`src/rtl/alu_pkg.sv`:
```
// alu_pkg: shared FSM state encoding and default widths for the subtract sequencer
package alu_pkg;
  localparam int DEF_DATA_W = 8;
  localparam int DEF_OPND_W = 4;
  localparam int DEF_CNT_W = 4;
  typedef enum logic [1:0] {IDLE, RUN, DONE} state_t;
endpackage

```
`src/rtl/sub_step.sv`:
```
// sub_step: one unsigned modulo subtraction with borrow-out
module sub_step #(
  parameter int DATA_W = 8
) (
  input  logic [DATA_W-1:0] acc,
  input  logic [DATA_W-1:0] op,
  output logic [DATA_W-1:0] diff,
  output logic              borrow
);
  assign diff = acc - op;
  assign borrow = acc < op;
endmodule

```
`src/rtl/sub_accum_sequencer.sv`:
```
// sub_accum_sequencer: runs repeated accumulator subtractions until count exhaustion or borrow
module sub_accum_sequencer
  import alu_pkg::*;
#(
  parameter int DATA_W = DEF_DATA_W,
  parameter int OPND_W = DEF_OPND_W,
  parameter int CNT_W = DEF_CNT_W
) (
  input  logic              clk,
  input  logic              rst,
  input  logic              start_valid,
  output logic              start_ready,
  input  logic [DATA_W-1:0] init_val,
  input  logic [OPND_W-1:0] operand,
  input  logic [CNT_W-1:0]  iter_cnt,
  output logic              res_valid,
  input  logic              res_ready,
  output logic [DATA_W-1:0] result,
  output logic              borrow_flag,
  output logic [CNT_W-1:0]  iters_done,
  output logic              busy
);
  state_t state, state_d;
  logic [DATA_W-1:0] acc, diff;
  logic [OPND_W-1:0] op;
  logic [CNT_W-1:0] remaining;
  logic step_borrow, accept;
  assign accept = start_valid && state == IDLE;
  sub_step #(.DATA_W(DATA_W)) u_step (
    .acc(acc),
    .op(DATA_W'(op)),
    .diff(diff),
    .borrow(step_borrow)
  );
  always_comb begin
    state_d = state;
    case (state)
      IDLE: state_d = accept ? (iter_cnt != '0 ? RUN : DONE) : IDLE;
      RUN: state_d = (step_borrow || remaining == CNT_W'(1)) ? DONE : RUN;
      DONE: state_d = res_ready ? IDLE : DONE;
      default: state_d = IDLE;
    endcase
  end
  always_ff @(posedge clk) begin
    if (rst) begin
      state <= IDLE;
      acc <= '0;
      op <= '0;
      remaining <= '0;
      iters_done <= '0;
      borrow_flag <= 1'b0;
    end else begin
      state <= state_d;
      if (accept) begin
        acc <= init_val;
        op <= operand;
        remaining <= iter_cnt;
        iters_done <= '0;
        borrow_flag <= 1'b0;
      end else if (state == RUN) begin
        acc <= diff;
        iters_done <= iters_done + CNT_W'(1);
        remaining <= remaining - CNT_W'(1);
        borrow_flag <= step_borrow;
      end
    end
  end
  assign start_ready = state == IDLE;
  assign busy = state == RUN;
  assign res_valid = state == DONE;
  assign result = acc;
endmodule

```
`config.mk`:
```
export PLATFORM = sky130hd
export DESIGN_NAME = sub_accum_sequencer
export DESIGN_NICKNAME = d
export VERILOG_FILES = /design/src/rtl/alu_pkg.sv /design/src/rtl/sub_step.sv /design/src/rtl/sub_accum_sequencer.sv
export SDC_FILE = /design/constraint.sdc
export NUM_CORES = 1
export LEC_CHECK = 0
export BUFFER_PORTS_ARGS = -buffer_cell sky130_fd_sc_hd__buf_2
export CAP_MARGIN = 25
export CORE_MARGIN = 2
export CORE_UTILIZATION = 53
export CTS_BUF_LIST = sky130_fd_sc_hd__clkbuf_4
export DETAILED_ROUTE_END_ITERATION = 8
export GPL_TIMING_DRIVEN = 1
export PLACE_DENSITY_LB_ADDON = 0.2
export SLEW_MARGIN = 40
export SYNTH_ARGS = -nofsm -noshare
export SYNTH_HDL_FRONTEND = slang
export SYNTH_SLANG_ARGS = --single-unit
```
`constraint.sdc`:
```
create_clock -name clk -period 2.4 [get_ports clk]
set_input_delay 0.24 -clock clk [delete_from_list [all_inputs] [get_ports clk]]
set_output_delay 0.24 -clock clk [all_outputs]
set_load 0.02 [all_outputs]
```
* Yosys cells after proc, flatten, opt, wreduce, memory -nomap -nowiden *
Cells that the tools add are included.
W data, S select, Z words.

operators by class
  add/subtract/negate cells = 3
  $lt $le $gt $ge = 1
  eq/ne operators = 3
  muxes and demuxes = 9
  reduce and logical (&&, ||, !) cells = 6

operators by type and width
  operator               number
  $mux W8                2
  $lt A8 B4 Y1           1
  $mux W2                4
  $mux W4                2
  $sub A8 B4 Y8          1
  $pmux W2 S3            1
  $add A4 B1 Y4 const B  1
  $eq A4 B1 Y1 const B   1
  $reduce_bool A4 Y1     1
  $sub A4 B1 Y4 const B  1
  $eq A2 B1 Y1 const B   1
  $eq A2 B2 Y1 const B   1
  $logic_not A2 Y1       1
  $reduce_bool A2 Y1     1
  $reduce_or A2 Y1       1
  $logic_and A1 B1 Y1    1
  $logic_or A1 B1 Y1     1

storage, ports and cells
  flip-flop bits (word level) = 23
  input port bits = 20
  output and inout bits = 16
  word-level logic and storage cells = 28

* Depth between registers and ports, before layout *
Gate-level depths: netlist of the first run.

  depth after elaboration = 4
  mapped depth = 7
  depth with buffers taken out = 7

* Modules after synthesis *
From an unflattened synthesis of the first run, not the netlist that was laid out.

unflattened totals
  cell total of the unflattened synthesis = 161
  area, all modules = 1,361.3 µm²

modules (own cells, without submodules)
  module               instances  cells an instance  area each (µm²)  seq. area each (µm²)
  sub_accum_sequencer  1          116                1,024.7          460.4
  sub_step             1          45                 336.6            0.0

* Least setup slack after synthesis of the first run *
Ideal clock, no wire load.

  kind = register -> register
  start point = register acc[0], in the netlist result[0]
  end point = register borrow_flag
  library setup time = 0.079 ns
  data arrival time = 1.820 ns
  required time = 2.321 ns
  setup slack = 0.500 ns
  stages on the path, launching flop included = 8
  path buffers = 0
  period minus slack after synthesis = 1.900 ns
  cell sequence = dfxtp_1 inv_1 ha_1 fa_1 and2b_1 o21a_1 or4_1 a211oi_2

on the way
  cells in the longest elaborated chain, start to end = 1

RTL lines
  item                    line                       source
  from (decl)             sub_accum_sequencer.sv:24  logic [DATA_W-1:0] acc, diff;
  from (signal assigned)  sub_accum_sequencer.sv:55  acc <= init_val;
  from (signal assigned)  sub_accum_sequencer.sv:61  acc <= diff;
  $lt A8 B4 Y1            sub_step.sv:11             assign borrow = acc < op;
  to (signal assigned)    sub_accum_sequencer.sv:64  borrow_flag <= step_borrow;
  to (decl)               sub_accum_sequencer.sv:19  output logic borrow_flag,

Every way passes these cells.
A chain may end at the register's enable or synchronous reset.

* Final worst setup path of the first run *
  start point = register state[1]
  end point = register remaining[3]

on the way
  cells in the longest elaborated chain, start to end = 3
  elaborated cells on any way between the ends = 5
  those cells by class = 1 x eq/ne; 1 x mux; 3 x reduce/logical

RTL lines
  item                                           line                       source
  from (decl)                                    sub_accum_sequencer.sv:23  state_t state, state_d;
  from (signal assigned)                         sub_accum_sequencer.sv:53  state <= state_d;
  $logic_not A2 Y1                               sub_accum_sequencer.sv:28  assign accept = start_valid && state == IDLE;
  $logic_and A1 B1 Y1                            sub_accum_sequencer.sv:28
  $mux W4 or $reduce_bool A2 Y1 (tied branches)  n/a
  to (signal assigned)                           sub_accum_sequencer.sv:57  remaining <= iter_cnt;
  to (signal assigned)                           sub_accum_sequencer.sv:63  remaining <= remaining - CNT_W'(1);
  to (decl)                                      sub_accum_sequencer.sv:26  logic [CNT_W-1:0] remaining;

Parallel ways exist; a longest one is shown, timed or not.

==> impl_metrics.json, run 1 <==
{
  "cts_resized": 0,
  "maxCapViolations": 0,
  "max_stage_delay_ps": 550,
  "yosys_warnings": 0,
  "dpl_cell_area_um2": 1413,
  "die_x_um": 52.27,
  "rsz0062_at_grt": "no",
  "final.period_utilization": 0.8286,
  "end_kind": "flip-flop",
  "track_usage": 0.2160,
  "antenna_found_initial": 0,
  "yosys-top-cells-count": "23 x dfxtp_1, 15 x nand2_1, 14 x nor2_1",
  "ys_seq_area_frac": 0.3728,
  "place_congestion": 0.8006,
  "max_freq_mhz": 502.8,
  "min_period_ps": 1989,
  "die_area_um2": 2732,
  "area_delta_synth_final_pct": 16.82,
  "synth.top_cells.by_area": "dfxtp_1 37%, ha_1 7.1%, nand2_1 4.6%, nor2_1 4.3%, a221oi_1 3.5%",
  "numClockSinks": 23,
  "ir_drop_v": 0.0004818,
  "io_pins": 36,
  "layout.cells.non_filler": 203,
  "power.density_nw_per_um2": 775.8,
  "clk_pin_slew_worst_paths_ps": 120,
  "tritoncts": "yes",
  "synth_area_um2": 1235,
  "num_antenna_cells": 0,
  "arrival_ps": 2230,
  "post_drt_wl_per_cell_um": 13.50,
  "nNetsFinal": 204,
  "viasPerCell": 5.719,
  "synth_top_area_share": 0.3728,
  "worstSetupStartpointType": "flip-flop",
  "cp_num_buf_inv": 1,
  "drt-initial-drc-count": 31,
  "drive_gt1_frac": 0.2571,
  "synth_cell_type_count": 41,
  "grt_max_degree": 25,
  "ys.flop_type": "dfxtp_1",
  "worstSetupPathType": "flip-flop to flip-flop",
  "finalHoldViolCount": 0,
  "post-cts-setup-buffers": 0,
  "yosys.area.top_type": "dfxtp_1",
  "core_area_um2": 2212,
  "placed_cells_incl_taps": 199,
  "numCtsBuffers": 3,
  "tns_ps": 0,
  "path_cells": "nand2b_4, clkinv_1, nor2_1, o21ai_0, a21oi_1",
  "crit_slowest_cell": "nor2_1",
  "ys_ff_latch": 23,
  "hp-class": "primary input to flip-flop",
  "dp_slack_ps": 453.6,
  "synth_edf_count": 0,
  "fin_area_um2": 1443,
  "h-tree-depth": 1,
  "worstPathMaxFanout": 16,
  "cts-root-buf": "clkbuf_4",
  "die_y_um": 52.27,
  "grt-ovfl-total": 0,
  "start_util": 0.5583,
  "cts-hold-fix-buffers": 0,
  "finalSetupViolCount": 0,
  "grt_pass1_wl_mm": 4.319,
  "vias": 1161,
  "ant_nets": 0,
  "drv_slew": 0,
  "worst_pin_slew_ps": 591.0,
  "maxSlewHeadroom": 0.6045,
  "synth_fp_nets": 169,
  "routed_wl_mm": 2.741,
  "fin_hold_ws_ps": 160.4,
  "p_leak_nw": 0.6115,
  "drt_first_pass_iters": 4,
  "numPortBuffers": 35,
  "synthArstFlopShare": 0,
  "clkLatencyLatePin_ps": 300,
  "place_hpwl_mm": 2.003,
  "skew_ps": 2.292,
  "required_ps": 2640,
  "row_count": 17,
  "drc_errors": 0,
  "synthCells": 141,
  "grt_pass1_vias": 998,
  "status": "completed",
  "cpLargestDelayFamily": "simple AND/OR/NAND/NOR gates",
  "nFillCells": 199,
  "worst_slack_ps": 411.3,
  "syn_area_per_cell_um2": 8.758,
  "cts_max_path_buffers": 2,
  "yosysMostFrequentCell": "dfxtp_1"
}
cells by family after synthesis:
| kind of cell | after synthesis | share of synthesized area |
|---|---|---|
| compound gates | 36 | 0.2178 |
| flops | 23 | 0.3728 |
| mux | 1 | 0.008106 |
| simple gates | 53 | 0.2229 |
| buf+inv | 16 | 0.06281 |
| xor+xnor | 4 | 0.02837 |
| fa+ha+maj | 8 | 0.08713 |
per-layer routing:
metal  share of wire  GRT usage
met3           0.071    0.04000
met5               0          0
met4           0.011    0.08547
met1            0.46     0.2794
met2            0.46     0.3544
stage by stage:
step                total power [W]    util
floorplan                 0.0008250       -
global placement          0.0009197  0.6386
detailed placement        0.0009369  0.6386
CTS                        0.001124  0.6521
global route               0.001199  0.6521
finish                     0.001119  0.6521
flip-flops by register name, indices dropped and copies added, names as in the netlist:
signal	cells
result	8
op	4
borrow_flag	1
state	2
iters_done	4
remaining	4
layout by cell type, fill, tap and decap left out, drive strengths merged, types with 2 or more instances in the layout:
cell type | synthesis | layout
nor4 | 3 | 3
inv | 9 | 9
a21oi | 8 | 8
or3 | 2 | 2
nor2b | 2 | 2
a221oi | 5 | 5
xor2 | 2 | 2
nand2b | 3 | 3
dfxtp | 23 | 23
a211oi | 3 | 3
xnor2 | 2 | 2
nor2 | 14 | 14
nor3 | 6 | 6
o21ai | 2 | 2
or4 | 3 | 3
clkbuf | 2 | 4
o22ai | 2 | 2
a22oi | 2 | 2
ha | 7 | 7
buf | 4 | 36
a2bb2oi | 2 | 2
nand2 | 15 | 15
a31oi | 2 | 2
o21a | 3 | 3
o311ai | 3 | 3
layout make-up:
type | count | area (µm²) | share of cell area
well taps | 28 | 35.03 | 0.02428
multi-input cells | 102 | 696.9 | 0.4831
flip-flops and latches | 23 | 460.4 | 0.3192
repair buffers | 36 | 182.7 | 0.1266
clock buffers | 4 | 30.03 | 0.02082
inverters | 10 | 37.54 | 0.02602
worst paths after layout:
kind / end / slack [ps] / depth (start not counted) / start
min reg2reg: op[3] / 460 / 2 / op[3]
max reg2reg: remaining[3] / 410 / 5 / state[1]
min: op[1] / 160 / 3 / operand[1]
max: remaining[3] / 410 / 5 / state[1]
worst reg2reg max path, cell delays in order (launching register included):
cell and delay (ps):
dfxtp_1 470, nand2b_4 270, clkinv_1 260, nor2_1 550, o21ai_0 220, a21oi_1 150
power by group:
group          switching (W)  total, W  internal, W
Combinational       0.000262  0.000449     0.000187
Sequential         0.0000514  0.000483     0.000432
Clock               0.000111  0.000188    0.0000761
Power figures use the tool's default switching activity.
==> run 2, diff against run 1 <==
==> constraint.sdc (replaced) <==
create_clock -name clk -period 1.97 [get_ports clk]
set_input_delay 0.197 -clock clk [delete_from_list [all_inputs] [get_ports clk]]
set_output_delay 0.197 -clock clk [all_outputs]
set_load 0.02 [all_outputs]
==> impl_metrics.json, run 2 (synthesized netlist as in run 1, its figures left out) <==
{
  "p_comb_frac": 0.416,
  "r2r_cells": 7,
  "swShare": 0.3896,
  "p_int_w": 0.0008519,
  "clockPowerShare": 0.161,
  "routed_wl_mm": 2.926,
  "nFillCells": 195,
  "maxCapViolations": 0,
  "numCtsBuffers": 3,
  "worst_pin_slew_ps": 453.2,
  "grt_pass1_wl_mm": 4.636,
  "die_y_um": 52.27,
  "io_pins": 36,
  "status": "completed",
  "h-tree-depth": 1,
  "hold_path.startpoint": "operand[1]",
  "min_period_ps": 1918,
  "p_leak_nw": 0.6289,
  "antenna_found_initial": 0,
  "largest_register_ffs": 8,
  "vias": 1187,
  "post_drt_wl_per_cell_um": 14.20,
  "numClockSinks": 23,
  "cts-hold-fix-buffers": 0,
  "viasPerCell": 5.762,
  "timing.rr.start": "result[0]",
  "regToRegEndpoint": "borrow_flag",
  "grt-ovfl-total": 0,
  "required_ps": 2220,
  "worstSetupStartpointType": "flip-flop",
  "finalSetupViolCount": 0,
  "power.density_nw_per_um2": 938.1,
  "p_switching_w": 0.0005437,
  "core_area_um2": 2212,
  "mostFrequentLayoutCells": "35 x buf_2, 21 x dfxtp_1, 15 x nand2_1",
  "numPortBuffers": 35,
  "place_congestion": 0.7992,
  "grt_pass1_vias": 1050,
  "place_hpwl_mm": 2.045,
  "holdPathStages": 3,
  "pwr-share-seq": 0.423,
  "area_delta_synth_final_pct": 20.47,
  "end_kind": "flip-flop",
  "nNetsFinal": 207,
  "cts-root-buf": "clkbuf_4",
  "drv_slew": 0,
  "power_w": 0.001396,
  "worstPathMaxFanout": 5,
  "row_count": 17,
  "dp_slack_ps": 55.72,
  "finalHoldViolCount": 0,
  "track_usage": 0.2261,
  "final_common_cell": "buf_2",
  "cts_max_path_buffers": 2,
  "maxSlewHeadroom": 0.6951,
  "max_freq_mhz": 521.4,
  "drt-initial-drc-count": 23,
  "clkLatencyLatePin_ps": 320,
  "num_antenna_cells": 0,
  "arrival_ps": 2170,
  "die_area_um2": 2732,
  "grt_max_degree": 25,
  "drt_first_pass_iters": 4,
  "die_x_um": 52.27,
  "ant_nets": 0,
  "whs_endpoint": "op[1]",
  "start_util": 0.5583,
  "hp-class": "primary input to flip-flop",
  "ir_drop_v": 0.0006617,
  "clk_pin_slew_worst_paths_ps": 140,
  "worstSetupPathType": "flip-flop to flip-flop",
  "timing.reg2reg.setup_slack_ps": 50,
  "tritoncts": "yes",
  "drc_errors": 0,
  "skew_ps": 12.92,
  "drive_gt1_frac": 0.3090,
  "worst_slack_ps": 52.16,
  "final.period_utilization": 0.9735
}
run 2: worst max path at each step:
stage                  end  slack (ps)  startpoint
6_report       borrow_flag          50   result[0]
5_1_grt        borrow_flag         -30   result[0]
4_1_cts        borrow_flag          10   result[0]
3_5_place_dp   borrow_flag          60   result[0]
3_3_place_gp   borrow_flag         120   result[0]
2_1_floorplan  borrow_flag          70   result[0]
run 2: final cells by class:
class | count | area, µm² | share of cell area
multi-input cells | 102 | 716.9 | 0.4819
flip-flops and latches | 23 | 465.4 | 0.3129
repair buffers | 39 | 205.2 | 0.1379
inverters | 10 | 37.54 | 0.02523
well taps | 28 | 35.03 | 0.02355
clock buffers | 3 | 22.52 | 0.01514
clock inverters | 1 | 5.005 | 0.003364
run 2: what timing repair did:
action,CTS,global route
gates resized for setup,0,9
setup endpoints to repair,0,6
setup buffers,0,2
endpoints found under the hold margin,0,0
run 2: through the flow:
stage | area, µm² | TNS (ps) | instances | util | hold WS (ps)
4_1_cts | 1448 | 0 | 204 | 0.6544 | 93.81
5_1_grt | 1488 | -26.71 | 206 | 0.6725 | 92.60
6_report | 1488 | 0 | 206 | 0.6725 | 90.75
3_3_place_gp | 1420 | 0 | 200 | 0.6420 | 437.4
3_5_place_dp | 1420 | 0 | 200 | 0.6420 | 443.1
2_1_floorplan | 1235 | 0 | 141 | - | 270.0
run 2: worst max-delay path: stages (launching register included):
cell	delay, ps
dfxtp_2	360
inv_2	70
ha_4	140
fa_2	210
and2b_1	190
o21a_2	240
or4_4	430
a211oi_2	210
run 2: layer usage:
| layer | track usage | up-vias | part of all wire |
|---|---|---|---|
| li1 | - | 591 | - |
| met1 | 0.3091 | 556 | 0.48 |
| met2 | 0.3671 | 38 | 0.46 |
| met3 | 0.02857 | 2 | 0.052 |
| met4 | 0.07692 | 0 | 0.0058 |
| met5 | 0 | - | 0 |
run 2: power by group through the flow:
stage / sequential (W) / clock [W] / combinational (W)
after CTS: 0.000586 / 0.000230 / 0.000554
final: 0.000591 / 0.000225 / 0.000580
after global routing: 0.000601 / 0.000247 / 0.000637
after detailed placement: 0.000598 / 0 / 0.000551
after global placement: 0.000595 / 0 / 0.000533
after floorplan: 0.000627 / 0 / 0.000378
==> run 3, diff against run 2 <==
--- a/config.mk
+++ b/config.mk
@@ -9,7 +9,7 @@
 export CAP_MARGIN = 25
 export CORE_MARGIN = 2
 export CORE_UTILIZATION = 53
-export CTS_BUF_LIST = sky130_fd_sc_hd__clkbuf_4
+export CTS_BUF_LIST = sky130_fd_sc_hd__clkbuf_8
 export DETAILED_ROUTE_END_ITERATION = 8
 export GPL_TIMING_DRIVEN = 1
 export PLACE_DENSITY_LB_ADDON = 0.2
==> impl_metrics.json, run 3 (synthesized netlist as in run 1, its figures left out) <==
{
  "swShare": 0.3710,
  "fin_hold_ws_ps": 156.8,
  "worst_pin_slew_ps": 470.4,
  "min_period_ps": 1901,
  "end_kind": "flip-flop",
  "numClockSinks": 23,
  "row_count": 17,
  "drc_errors": 0,
  "ir_drop_v": 0.0005807,
  "p_leak_nw": 0.6364,
  "die_y_um": 52.27,
  "cts-root-buf": "clkbuf_8",
  "h-tree-depth": 1,
  "viasPerCell": 5.714,
  "start_util": 0.5583,
  "layout.cells.non_filler": 206,
  "final_common_cell": "buf_2",
  "numCtsBuffers": 3,
  "antenna_found_initial": 0,
  "status": "completed",
  "max_freq_mhz": 526.0,
  "num_antenna_cells": 0,
  "pwr-share-seq": 0.405,
  "drt-initial-drc-count": 31,
  "p_comb_frac": 0.394,
  "crit_slowest_cell": "or4_4",
  "tritoncts": "yes",
  "grt_pass1_wl_mm": 4.581,
  "track_usage": 0.2261,
  "multi_input_area_um2": 716.9,
  "worstSetupPathType": "flip-flop to flip-flop",
  "drive_gt1_frac": 0.3090,
  "mostFrequentLayoutCells": "35 x buf_2, 21 x dfxtp_1, 15 x nand2_1",
  "place_congestion": 0.7992,
  "worstSetupStartpointType": "flip-flop",
  "maxCapViolations": 0,
  "p_switching_w": 0.0005409,
  "die_x_um": 52.27,
  "ant_nets": 0,
  "cp_num_buf_inv": 1,
  "largest_register_ffs": 8,
  "clk_pin_slew_worst_paths_ps": 80,
  "clkLatencyLatePin_ps": 260,
  "drt_first_pass_iters": 4,
  "max_stage_delay_ps": 430,
  "skew_ps": 5.533,
  "maxSlewHeadroom": 0.6835,
  "p_int_w": 0.0009170,
  "numPortBuffers": 35,
  "placed_cells_incl_taps": 200,
  "grt-ovfl-total": 0,
  "place_hpwl_mm": 2.045,
  "final.period_utilization": 0.9650,
  "core_area_um2": 2212,
  "cts_max_path_buffers": 2,
  "timing.rr.start": "result[0]",
  "path_cells": "inv_2, ha_4, fa_2, and2b_1, o21a_2, or4_4, a211oi_2",
  "die_area_um2": 2732,
  "finalSetupViolCount": 0,
  "grt_max_degree": 25,
  "post_drt_wl_per_cell_um": 13.82,
  "area_delta_synth_final_pct": 21.78,
  "register_area_um2": 462.9,
  "arrival_ps": 2090,
  "io_pins": 36,
  "nNetsFinal": 207,
  "routed_wl_mm": 2.846,
  "required_ps": 2160,
  "drv_slew": 0,
  "grt_pass1_vias": 1028,
  "cpLargestDelayFamily": "simple AND/OR/NAND/NOR gates",
  "clockPowerShare": 0.200,
  "power.density_nw_per_um2": 969.4,
  "cp-startpoint": "result[0]",
  "hold_path.startpoint": "operand[1]",
  "hp-class": "primary input to flip-flop",
  "finalHoldViolCount": 0,
  "worstPathMaxFanout": 5,
  "nFillCells": 192,
  "vias": 1177
}
[run 3: cell types whose count changed in the layout (fill, tap and decap cells not counted)]
cell	change
clkbuf_4	-3
dfxtp_2	+1
dfxtp_4	-1
clkbuf_8	+3
[run 3: cell type report]
type	instances	area share
multi-input cells	102	0.4767
repair buffers	39	0.1364
flip-flops and latches	23	0.3078
clock buffers	3	0.02745
clock inverters	1	0.003328
inverters	10	0.02496
well taps	28	0.02329
[run 3: worst paths after layout]
| path | endpoint | slack, ps | cells after the start |
|---|---|---|---|
| max | borrow_flag | 70 | 7 |
| min | op[1] | 160 | 3 |
| max reg2reg | borrow_flag | 70 | 7 |
| min reg2reg | op[2] | 470 | 2 |
[run 3: power groups by stage]
stage	clock, W	sequential (W)	combinational (W)
floorplan	0	0.000627	0.000378
global placement	0	0.000595	0.000533
detailed placement	0	0.000598	0.000551
CTS	0.000307	0.000586	0.000552
global route	0.000324	0.000602	0.000635
finish	0.000292	0.000591	0.000575
[run 3: per-stage QoR]
stage | instance area (µm²) | total power, W | TNS [ps] | setup slack (ps) | utilization
4_1_cts | 1466 | 0.001446 | 0 | 23.98 | 0.6629
5_1_grt | 1504 | 0.001561 | -19.39 | -19.39 | 0.6799
2_1_floorplan | 1235 | 0.001005 | 0 | 70.19 | -
3_3_place_gp | 1420 | 0.001128 | 0 | 117.1 | 0.6420
6_report | 1504 | 0.001458 | 0 | 68.97 | 0.6799
3_5_place_dp | 1420 | 0.001149 | 0 | 55.72 | 0.6420
[run 3: worst reg2reg max path, delay by kind of cell (launching register included)]
kind	cells	cell delay, ps
fa+ha+maj	2	340
buf+inv	1	70
simple gates	2	620
compound gates	2	450
flops	1	340
[run 3: repair_timing]
action,in CTS,in global routing
hold buffers,0,0
setup endpoints to repair,0,6
buffers inserted,0,2
gates resized for setup,0,8
[run 3: routing by layer]
layer,wire length [µm],global-route usage,up-vias
li1,-,-,588
met1,1352,0.3073,544
met2,1292,0.3629,41
met3,167,0.02857,4
met4,33,0.08974,0
met5,0,0,-
